File: src/rtl/mfp_timer_pkg.sv
// Shared constants and helpers for the MFP timer channel: mode codes,
// control-register bit positions and the prescaler divisor table.
package mfp_timer_pkg;

  localparam logic [1:0] MODE_STOP  = 2'd0;
  localparam logic [1:0] MODE_DELAY = 2'd1;
  localparam logic [1:0] MODE_EVENT = 2'd2;
  localparam logic [1:0] MODE_PULSE = 2'd3;

  localparam int CTRL_MODE      = 3;
  localparam int CTRL_ONESHOT   = 4;
  localparam int CTRL_POL       = 5;
  localparam int CTRL_FORCE_LOW = 6;

  localparam int PSC_W = 8;

  function automatic logic [1:0] decode_mode(input logic [3:0] m);
    if (m == 4'd0)      return MODE_STOP;
    else if (m == 4'd8) return MODE_EVENT;
    else if (m[3])      return MODE_PULSE;
    else                return MODE_DELAY;
  endfunction

  // Select 0 never reaches the prescaler while it runs; 1 keeps it harmless.
  function automatic logic [PSC_W-1:0] psc_div(input logic [2:0] sel);
    case (sel)
      3'd1:    return PSC_W'(4);
      3'd2:    return PSC_W'(10);
      3'd3:    return PSC_W'(16);
      3'd4:    return PSC_W'(50);
      3'd5:    return PSC_W'(64);
      3'd6:    return PSC_W'(100);
      3'd7:    return PSC_W'(200);
      default: return PSC_W'(1);
    endcase
  endfunction

endpackage

File: src/rtl/mfp_timer_gen_if.sv
// CPU-side register bus of one timer channel: data and control
// write strobes plus the readback paths.
interface mfp_timer_gen_if #(parameter int WIDTH = 8);
  logic             DS;
  logic             DAT_WE;
  logic [WIDTH-1:0] DAT_I;
  logic [WIDTH-1:0] DAT_O;
  logic             CTRL_WE;
  logic [6:0]       CTRL_I;
  logic [5:0]       CTRL_O;

  modport master (
    output DS, DAT_WE, DAT_I, CTRL_WE, CTRL_I,
    input  DAT_O, CTRL_O
  );

  modport slave (
    input  DS, DAT_WE, DAT_I, CTRL_WE, CTRL_I,
    output DAT_O, CTRL_O
  );
endinterface

File: src/rtl/mfp_timer_prescaler.sv
// Divides the timer-clock enable by the selected divisor; wrap is a
// combinational strobe on the XCLK_EN cycle that completes a period.
module mfp_timer_prescaler
  import mfp_timer_pkg::*;
(
  input  logic       clk,
  input  logic       rst,
  input  logic       xclk_en,
  input  logic       run,
  input  logic [2:0] sel,
  output logic       wrap
);

  logic [PSC_W-1:0] cnt_q, cnt_d;
  logic [PSC_W-1:0] last;

  // NOTE: every signal gets a default at the top of always_comb so no
  // path leaves it unassigned, which would otherwise infer a latch.
  always_comb begin
    last  = psc_div(sel) - PSC_W'(1);
    // >= rather than == so a shrinking divisor on a live write cannot strand the count.
    wrap  = run && xclk_en && (cnt_q >= last);
    cnt_d = cnt_q;
    if (!run)         cnt_d = '0;
    else if (wrap)    cnt_d = '0;
    else if (xclk_en) cnt_d = cnt_q + PSC_W'(1);
  end

  // NOTE: state updates use non-blocking assignments so every flop
  // samples pre-edge values regardless of statement order.
  always_ff @(posedge clk) begin
    if (rst) cnt_q <= '0;
    else     cnt_q <= cnt_d;
  end

endmodule

File: src/rtl/mfp_timer_gen.sv
// One MFP timer channel: reloading down-counter with delay, pulse-width
// and event modes, one-shot, polarity select and sticky IRQ/overrun.
module mfp_timer_gen
  import mfp_timer_pkg::*;
#(
  parameter int WIDTH = 8
)
(
  input  logic          CLK,
  input  logic          RST,
  input  logic          CLK_EN,
  input  logic          XCLK_EN,
  mfp_timer_gen_if.slave bus,
  input  logic          T_I,
  input  logic          IRQ_ACK,
  output logic          T_O,
  output logic          T_O_PULSE,
  output logic          IRQ_O,
  output logic          OVR_O,
  output logic          PULSE_MODE,
  output logic          EVENT_MODE
);

  logic [WIDTH-1:0] data_q,  data_d;
  logic [WIDTH-1:0] cnt_q,   cnt_d;
  logic [WIDTH-1:0] dat_o_q, dat_o_d;
  logic [5:0]       ctrl_q,  ctrl_d;
  logic [2:0]       sync_q,  sync_d;
  logic             ds_q,    ds_d;
  logic             t_o_q,   t_o_d;
  logic             t_o_pulse_q, t_o_pulse_d;
  logic             irq_q,   irq_d;
  logic             ovr_q,   ovr_d;

  logic [1:0] mode;
  logic       run;
  logic       psc_wrap;
  logic       act_level;
  logic       act_edge;
  logic       cnt_tick;
  logic       timeout;

  mfp_timer_prescaler u_psc (
    .clk     (CLK),
    .rst     (RST),
    .xclk_en (XCLK_EN),
    .run     (run),
    .sel     (ctrl_q[2:0]),
    .wrap    (psc_wrap)
  );

  always_comb begin
    mode      = decode_mode(ctrl_q[3:0]);
    run       = (mode == MODE_DELAY) || (mode == MODE_PULSE);
    // Stage 2 is the settled level; stage 3 lags it by one sample for edge detection.
    act_level = sync_q[1];
    act_edge  = sync_q[1] & ~sync_q[2];
    case (mode)
      MODE_DELAY: cnt_tick = psc_wrap;
      MODE_PULSE: cnt_tick = psc_wrap & act_level;
      MODE_EVENT: cnt_tick = CLK_EN & act_edge;
      default:    cnt_tick = 1'b0;
    endcase
    timeout = cnt_tick && (cnt_q == WIDTH'(1));
  end

  always_comb begin
    sync_d = CLK_EN ? {sync_q[1:0], T_I ^ ctrl_q[CTRL_POL]} : sync_q;
    data_d = bus.DAT_WE ? bus.DAT_I : data_q;

    cnt_d = cnt_q;
    if (bus.DAT_WE && mode == MODE_STOP) cnt_d = bus.DAT_I;
    else if (timeout)                    cnt_d = data_q;
    else if (cnt_tick)                   cnt_d = cnt_q - WIDTH'(1);

    ctrl_d = ctrl_q;
    if (bus.CTRL_WE)                          ctrl_d = bus.CTRL_I[5:0];
    else if (timeout && ctrl_q[CTRL_ONESHOT]) ctrl_d[3:0] = 4'd0;

    t_o_d = t_o_q;
    if (bus.CTRL_WE && bus.CTRL_I[CTRL_FORCE_LOW]) t_o_d = 1'b0;
    else if (timeout)                              t_o_d = ~t_o_q;

    t_o_pulse_d = timeout;

    irq_d = irq_q;
    if (timeout)      irq_d = 1'b1;
    else if (IRQ_ACK) irq_d = 1'b0;

    // An acknowledge always clears overrun, even alongside a fresh timeout.
    ovr_d = ovr_q;
    if (IRQ_ACK)               ovr_d = 1'b0;
    else if (timeout && irq_q) ovr_d = 1'b1;

    ds_d    = bus.DS;
    dat_o_d = (bus.DS && !ds_q) ? cnt_q : dat_o_q;
  end

  always_ff @(posedge CLK) begin
    if (RST) begin
      data_q      <= '0;
      cnt_q       <= '0;
      dat_o_q     <= '0;
      ctrl_q      <= '0;
      sync_q      <= '0;
      ds_q        <= 1'b0;
      t_o_q       <= 1'b0;
      t_o_pulse_q <= 1'b0;
      irq_q       <= 1'b0;
      ovr_q       <= 1'b0;
    end else begin
      data_q      <= data_d;
      cnt_q       <= cnt_d;
      dat_o_q     <= dat_o_d;
      ctrl_q      <= ctrl_d;
      sync_q      <= sync_d;
      ds_q        <= ds_d;
      t_o_q       <= t_o_d;
      t_o_pulse_q <= t_o_pulse_d;
      irq_q       <= irq_d;
      ovr_q       <= ovr_d;
    end
  end

  assign bus.DAT_O  = dat_o_q;
  assign bus.CTRL_O = ctrl_q;
  assign T_O        = t_o_q;
  assign T_O_PULSE  = t_o_pulse_q;
  assign IRQ_O      = irq_q;
  assign OVR_O      = ovr_q;
  assign PULSE_MODE = (mode == MODE_PULSE);
  assign EVENT_MODE = (mode == MODE_EVENT);

endmodule

File: src/flat_wrapper.sv
// flat-port wrapper written by rule: the top's interface ports become plain ports
module mfp_timer_gen_flat import mfp_timer_pkg::*;
#(
  parameter int WIDTH = 8
)
  (CLK, RST, CLK_EN, XCLK_EN, T_I, IRQ_ACK, T_O, T_O_PULSE, IRQ_O, OVR_O, PULSE_MODE, EVENT_MODE, bus_DS, bus_DAT_WE, bus_DAT_I, bus_CTRL_WE, bus_CTRL_I, bus_DAT_O, bus_CTRL_O);
  mfp_timer_gen_if #(.WIDTH(WIDTH)) bus_i ();
  input  logic CLK;
  input  logic RST;
  input  logic CLK_EN;
  input  logic XCLK_EN;
  input  logic T_I;
  input  logic IRQ_ACK;
  output logic T_O;
  output logic T_O_PULSE;
  output logic IRQ_O;
  output logic OVR_O;
  output logic PULSE_MODE;
  output logic EVENT_MODE;
  input wire logic [$bits(bus_i.DS)-1:0] bus_DS;
  input wire logic [$bits(bus_i.DAT_WE)-1:0] bus_DAT_WE;
  input wire logic [$bits(bus_i.DAT_I)-1:0] bus_DAT_I;
  input wire logic [$bits(bus_i.CTRL_WE)-1:0] bus_CTRL_WE;
  input wire logic [$bits(bus_i.CTRL_I)-1:0] bus_CTRL_I;
  output wire logic [$bits(bus_i.DAT_O)-1:0] bus_DAT_O;
  output wire logic [$bits(bus_i.CTRL_O)-1:0] bus_CTRL_O;
  assign bus_i.DS = bus_DS;
  assign bus_i.DAT_WE = bus_DAT_WE;
  assign bus_i.DAT_I = bus_DAT_I;
  assign bus_i.CTRL_WE = bus_CTRL_WE;
  assign bus_i.CTRL_I = bus_CTRL_I;
  assign bus_DAT_O = bus_i.DAT_O;
  assign bus_CTRL_O = bus_i.CTRL_O;
  mfp_timer_gen #(.WIDTH(WIDTH)) u_core (.CLK(CLK), .RST(RST), .CLK_EN(CLK_EN), .XCLK_EN(XCLK_EN), .bus(bus_i), .T_I(T_I), .IRQ_ACK(IRQ_ACK), .T_O(T_O), .T_O_PULSE(T_O_PULSE), .IRQ_O(IRQ_O), .OVR_O(OVR_O), .PULSE_MODE(PULSE_MODE), .EVENT_MODE(EVENT_MODE));
endmodule
File: config.mk
export PLATFORM = sky130hd
export DESIGN_NAME = mfp_timer_gen_flat
export DESIGN_NICKNAME = d
export VERILOG_FILES = /design/src/rtl/mfp_timer_pkg.sv /design/src/rtl/mfp_timer_gen_if.sv /design/src/rtl/mfp_timer_prescaler.sv /design/src/rtl/mfp_timer_gen.sv /design/src/flat_wrapper.sv
export SDC_FILE = /design/constraint.sdc
export NUM_CORES = 1
export LEC_CHECK = 0
export BUFFER_PORTS_ARGS = -buffer_cell sky130_fd_sc_hd__clkbuf_2
export CAP_MARGIN = 20
export CORE_ASPECT_RATIO = 0.9
export CORE_UTILIZATION = 49
export DETAILED_ROUTE_END_ITERATION = 12
export PLACE_DENSITY = 0.72
export SETUP_SLACK_MARGIN = 0.5
export SLEW_MARGIN = 20
export SYNTH_ARGS = -nofsm -noshare
export SYNTH_HDL_FRONTEND = slang
export SYNTH_SLANG_ARGS = --single-unit
File: constraint.sdc
create_clock -name CLK -period 2.6 [get_ports CLK]
set_clock_uncertainty 0.15 [all_clocks]
set_input_delay 0.26 -clock CLK [delete_from_list [all_inputs] [get_ports CLK]]
set_output_delay 0.26 -clock CLK [all_outputs]
set_load 0.02 [all_outputs]
==> impl_metrics.env <==
export IMPL_status="complete, no violations"
export IMPL_period_minus_slack_ps=2540
export IMPL_holdBufCountCts=0
export IMPL_drt_initial_drc_count=134
export IMPL_antenna_found_initial=0
export IMPL_min_path_type="in -> reg"
export IMPL_die_w_um=74.3
export IMPL_fin_setup_tns_ps=0
export IMPL_cts_sinks=46
export IMPL_cts_buffers=5
export IMPL_grt_max_degree=27
export IMPL_die_area_um2=4980
export IMPL_cts_tree="yes"
export IMPL_arrival_ps=2600
export IMPL_cap_violations=0
export IMPL_hold_end="u_core.ds_q"
export IMPL_cts_root_buf="clkbuf_8"
export IMPL_vias=1940
export IMPL_wl_um=4830
export IMPL_tightest_slew_ps=505
export IMPL_mostFrequentLayoutCell="nor2_1"
export IMPL_synth_area_top_cells="dfxtp_1 40%, mux2i_1 8.7%, nor2_1 7.5%, ha_1 6.0%, nand2_1 3.9%"
export IMPL_min_delay_start="bus_DS"
export IMPL_portBuffers=43
export IMPL_final_cell_mix="46 x nor2_1, 43 x clkbuf_2, 43 x dfxtp_1, 23 x nand2_1, 20 x mux2i_1"
export IMPL_rr_endpoint="u_core.cnt_q[2]"
export IMPL_viasPerCell=5.22
export IMPL_r2r_cells=10
export IMPL_grt_pass1_vias=1636
export IMPL_rsz0062_at_grt="true"
export IMPL_start_util=0.514
export IMPL_vdd_drop_max_mv=0.466
export IMPL_netlist_area_um2=2310
export IMPL_gp_congestion=0.880
export IMPL_cp_end_kind="register"
export IMPL_synth_top_area_share=0.399
export IMPL_placementRows=23
export IMPL_synth_seq_cells=46
export IMPL_first_pass_iters=4
export IMPL_grt_pass1_wl_um=7630
export IMPL_drc=0
export IMPL_path_class="reg -> reg"
export IMPL_dp_hpwl_um=3500
export IMPL_max_freq_mhz=394
export IMPL_timing_rr_start="u_core.bus.CTRL_O[2]"
export IMPL_leakagePower_nw=1.22
export IMPL_pre_cts_ws_ps=108
export IMPL_reg2reg_slack_ps=60
export IMPL_fin_crit_sh=0.976
export IMPL_powerDensity_nw_per_um2=585
export IMPL_dp_cells=360
export IMPL_antenna_cells=0
export IMPL_layout_setup_ws_ps=61.4
export IMPL_yosys_warnings=0
export IMPL_yosysSeqAreaShare=0.399
export IMPL_grt_overflow_total=0
export IMPL_critPathRequiredTime_ps=2670
export IMPL_yosysUniqueCellTypes=40
export IMPL_critPathMaxFanout=7
export IMPL_slew_headroom=0.664
export IMPL_start_kind="register"
export IMPL_io_pins=44
export IMPL_slew_violations=0
export IMPL_htree_levels=2
export IMPL_nets=344
export IMPL_clk_latency_ps=290
export IMPL_clk_pin_slew_worst_paths_ps=90
export IMPL_coreArea_um2=4490
export IMPL_cts_buffer_depth=2
export IMPL_area_delta_synth_final_pct=20.9
export IMPL_power_total_mw=1.63
export IMPL_synth_top_area_cell="dfxtp_1"
export IMPL_wire_per_inst_um=13.0
export IMPL_syn_nets=300
export IMPL_hold_depth=2
export IMPL_die_h_um=67.1
export IMPL_synth_area_per_cell_um2=8.70
export IMPL_setup_viol=0
export IMPL_ant_nets=0
export IMPL_drive_above_1_share=0.252
export IMPL_track_usage=0.202
export IMPL_hold_ws_ps=52.8
export IMPL_hold_violations=0
export IMPL_instances_no_fill=372
export IMPL_syn_inst=265
-- Yosys cell counts, drive strengths merged --
cell type  number
nor2b           2
or3b            1
or3             1
a211oi          1
nand2          24
and3            4
xor2            6
or2b            1
o211ai          1
a211o           5
nand2b          5
nor3b           1
mux2            1
nor3            3
a31oi           9
nor2           47
or2             1
a21oi          12
xnor2           5
nand3          11
dfxtp          46
mux2i          20
nand4           3
inv            11
o21ai           5
buf             5
nand3b          3
and4            1
clkbuf          9
a2bb2oi         1
ha             11
a2111o          1
a311o           2
o41ai           3
o22ai           2
o31ai           1
-- metal layers --
layer / GRT usage / vias up / share of wire
met4: 0.0613 / 0 / 0.0087
met1: 0.295 / 871 / 0.51
met3: 0.0424 / 4 / 0.047
met5: 0 / - / 0
met2: 0.292 / 51 / 0.43
li1: - / 1014 / -
-- how the worst max path moves through the flow --
stage / startpoint / to / slack, ps / cells after the start
after CTS: u_core.bus.CTRL_O[2] / u_core.cnt_q[0] / 160 / 9
after global placement: u_core.bus.CTRL_O[2] / u_core.cnt_q[0] / 200 / 9
after floorplan: u_core.bus.CTRL_O[1] / u_core.cnt_q[6] / 180 / 11
after global routing: u_core.bus.CTRL_O[2] / u_core.cnt_q[4] / -20 / 10
final: u_core.bus.CTRL_O[2] / u_core.cnt_q[2] / 60 / 10
after detailed placement: u_core.bus.CTRL_O[2] / u_core.cnt_q[0] / 110 / 9
-- state kept, by name (all words and copies together) (netlist names) --
name and flops:
u_core.T_O 1, u_core.bus.CTRL_O 6, u_core.OVR_O 1, u_core.T_O_PULSE 1, u_core.bus.DAT_O 8, u_core.ds_q 1, u_core.data_q 8, u_core.sync_q 3
u_core.cnt_q 8, u_core.IRQ_O 1, u_core.u_psc.cnt_q 8
-- what timing repair did --
action,4_1_cts,5_1_grt
setup buffers,2,2
pin swaps,1,3
endpoints found under the setup margin,24,24
resized for setup,5,8
-- worst max-delay path, stage by stage, from the launching register on --
cell and delay, ps:
dfxtp_4 390, or2b_1 260, ha_1 280, nand4_1 130, a2111o_1 350, a31oi_4 180
nor3_4 90, buf_4 140, buf_6 120, a211o_1 220, a31oi_1 150
-- layout make-up --
cell class | instances | area (um2)
clock buffers | 6 | 72.6
clock inverters | 2 | 37.5
fillers | 404 | 1700
inverters | 11 | 41.3
multi-input cells | 194 | 1350
flip-flops and latches | 46 | 932
well taps | 62 | 77.6
repair buffers | 51 | 283
-- report_power, final --
part | switching [mW] | total [mW] | internal [mW]
clock | 0.229 | 0.516 | 0.287
combinational | 0.184 | 0.333 | 0.149
sequential | 0.0415 | 0.781 | 0.740
-- cells by family (layout without fill, tap and decap cells) --
| logic type | Yosys count | in the layout | synth area share |
|---|---|---|---|
| AO/OA/AOI/OAI | 43 | 43 | 0.131 |
| XOR/XNOR | 11 | 11 | 0.0418 |
| adder cells (fa/ha/maj) | 11 | 11 | 0.0597 |
| buffers and inverters | 25 | 70 | 0.0456 |
| flip-flops | 46 | 46 | 0.399 |
| multiplexers | 21 | 21 | 0.0917 |
| AND/OR/NAND/NOR | 108 | 108 | 0.231 |
-- per-stage QoR --
stage	cell area (um2)	utilization
finish	2790	0.621
global route	2790	0.621
CTS	2730	0.607
detailed placement	2580	0.575
global placement	2580	0.575
floorplan	2330	-
No activity file was read; power rests on OpenSTA's default activity.
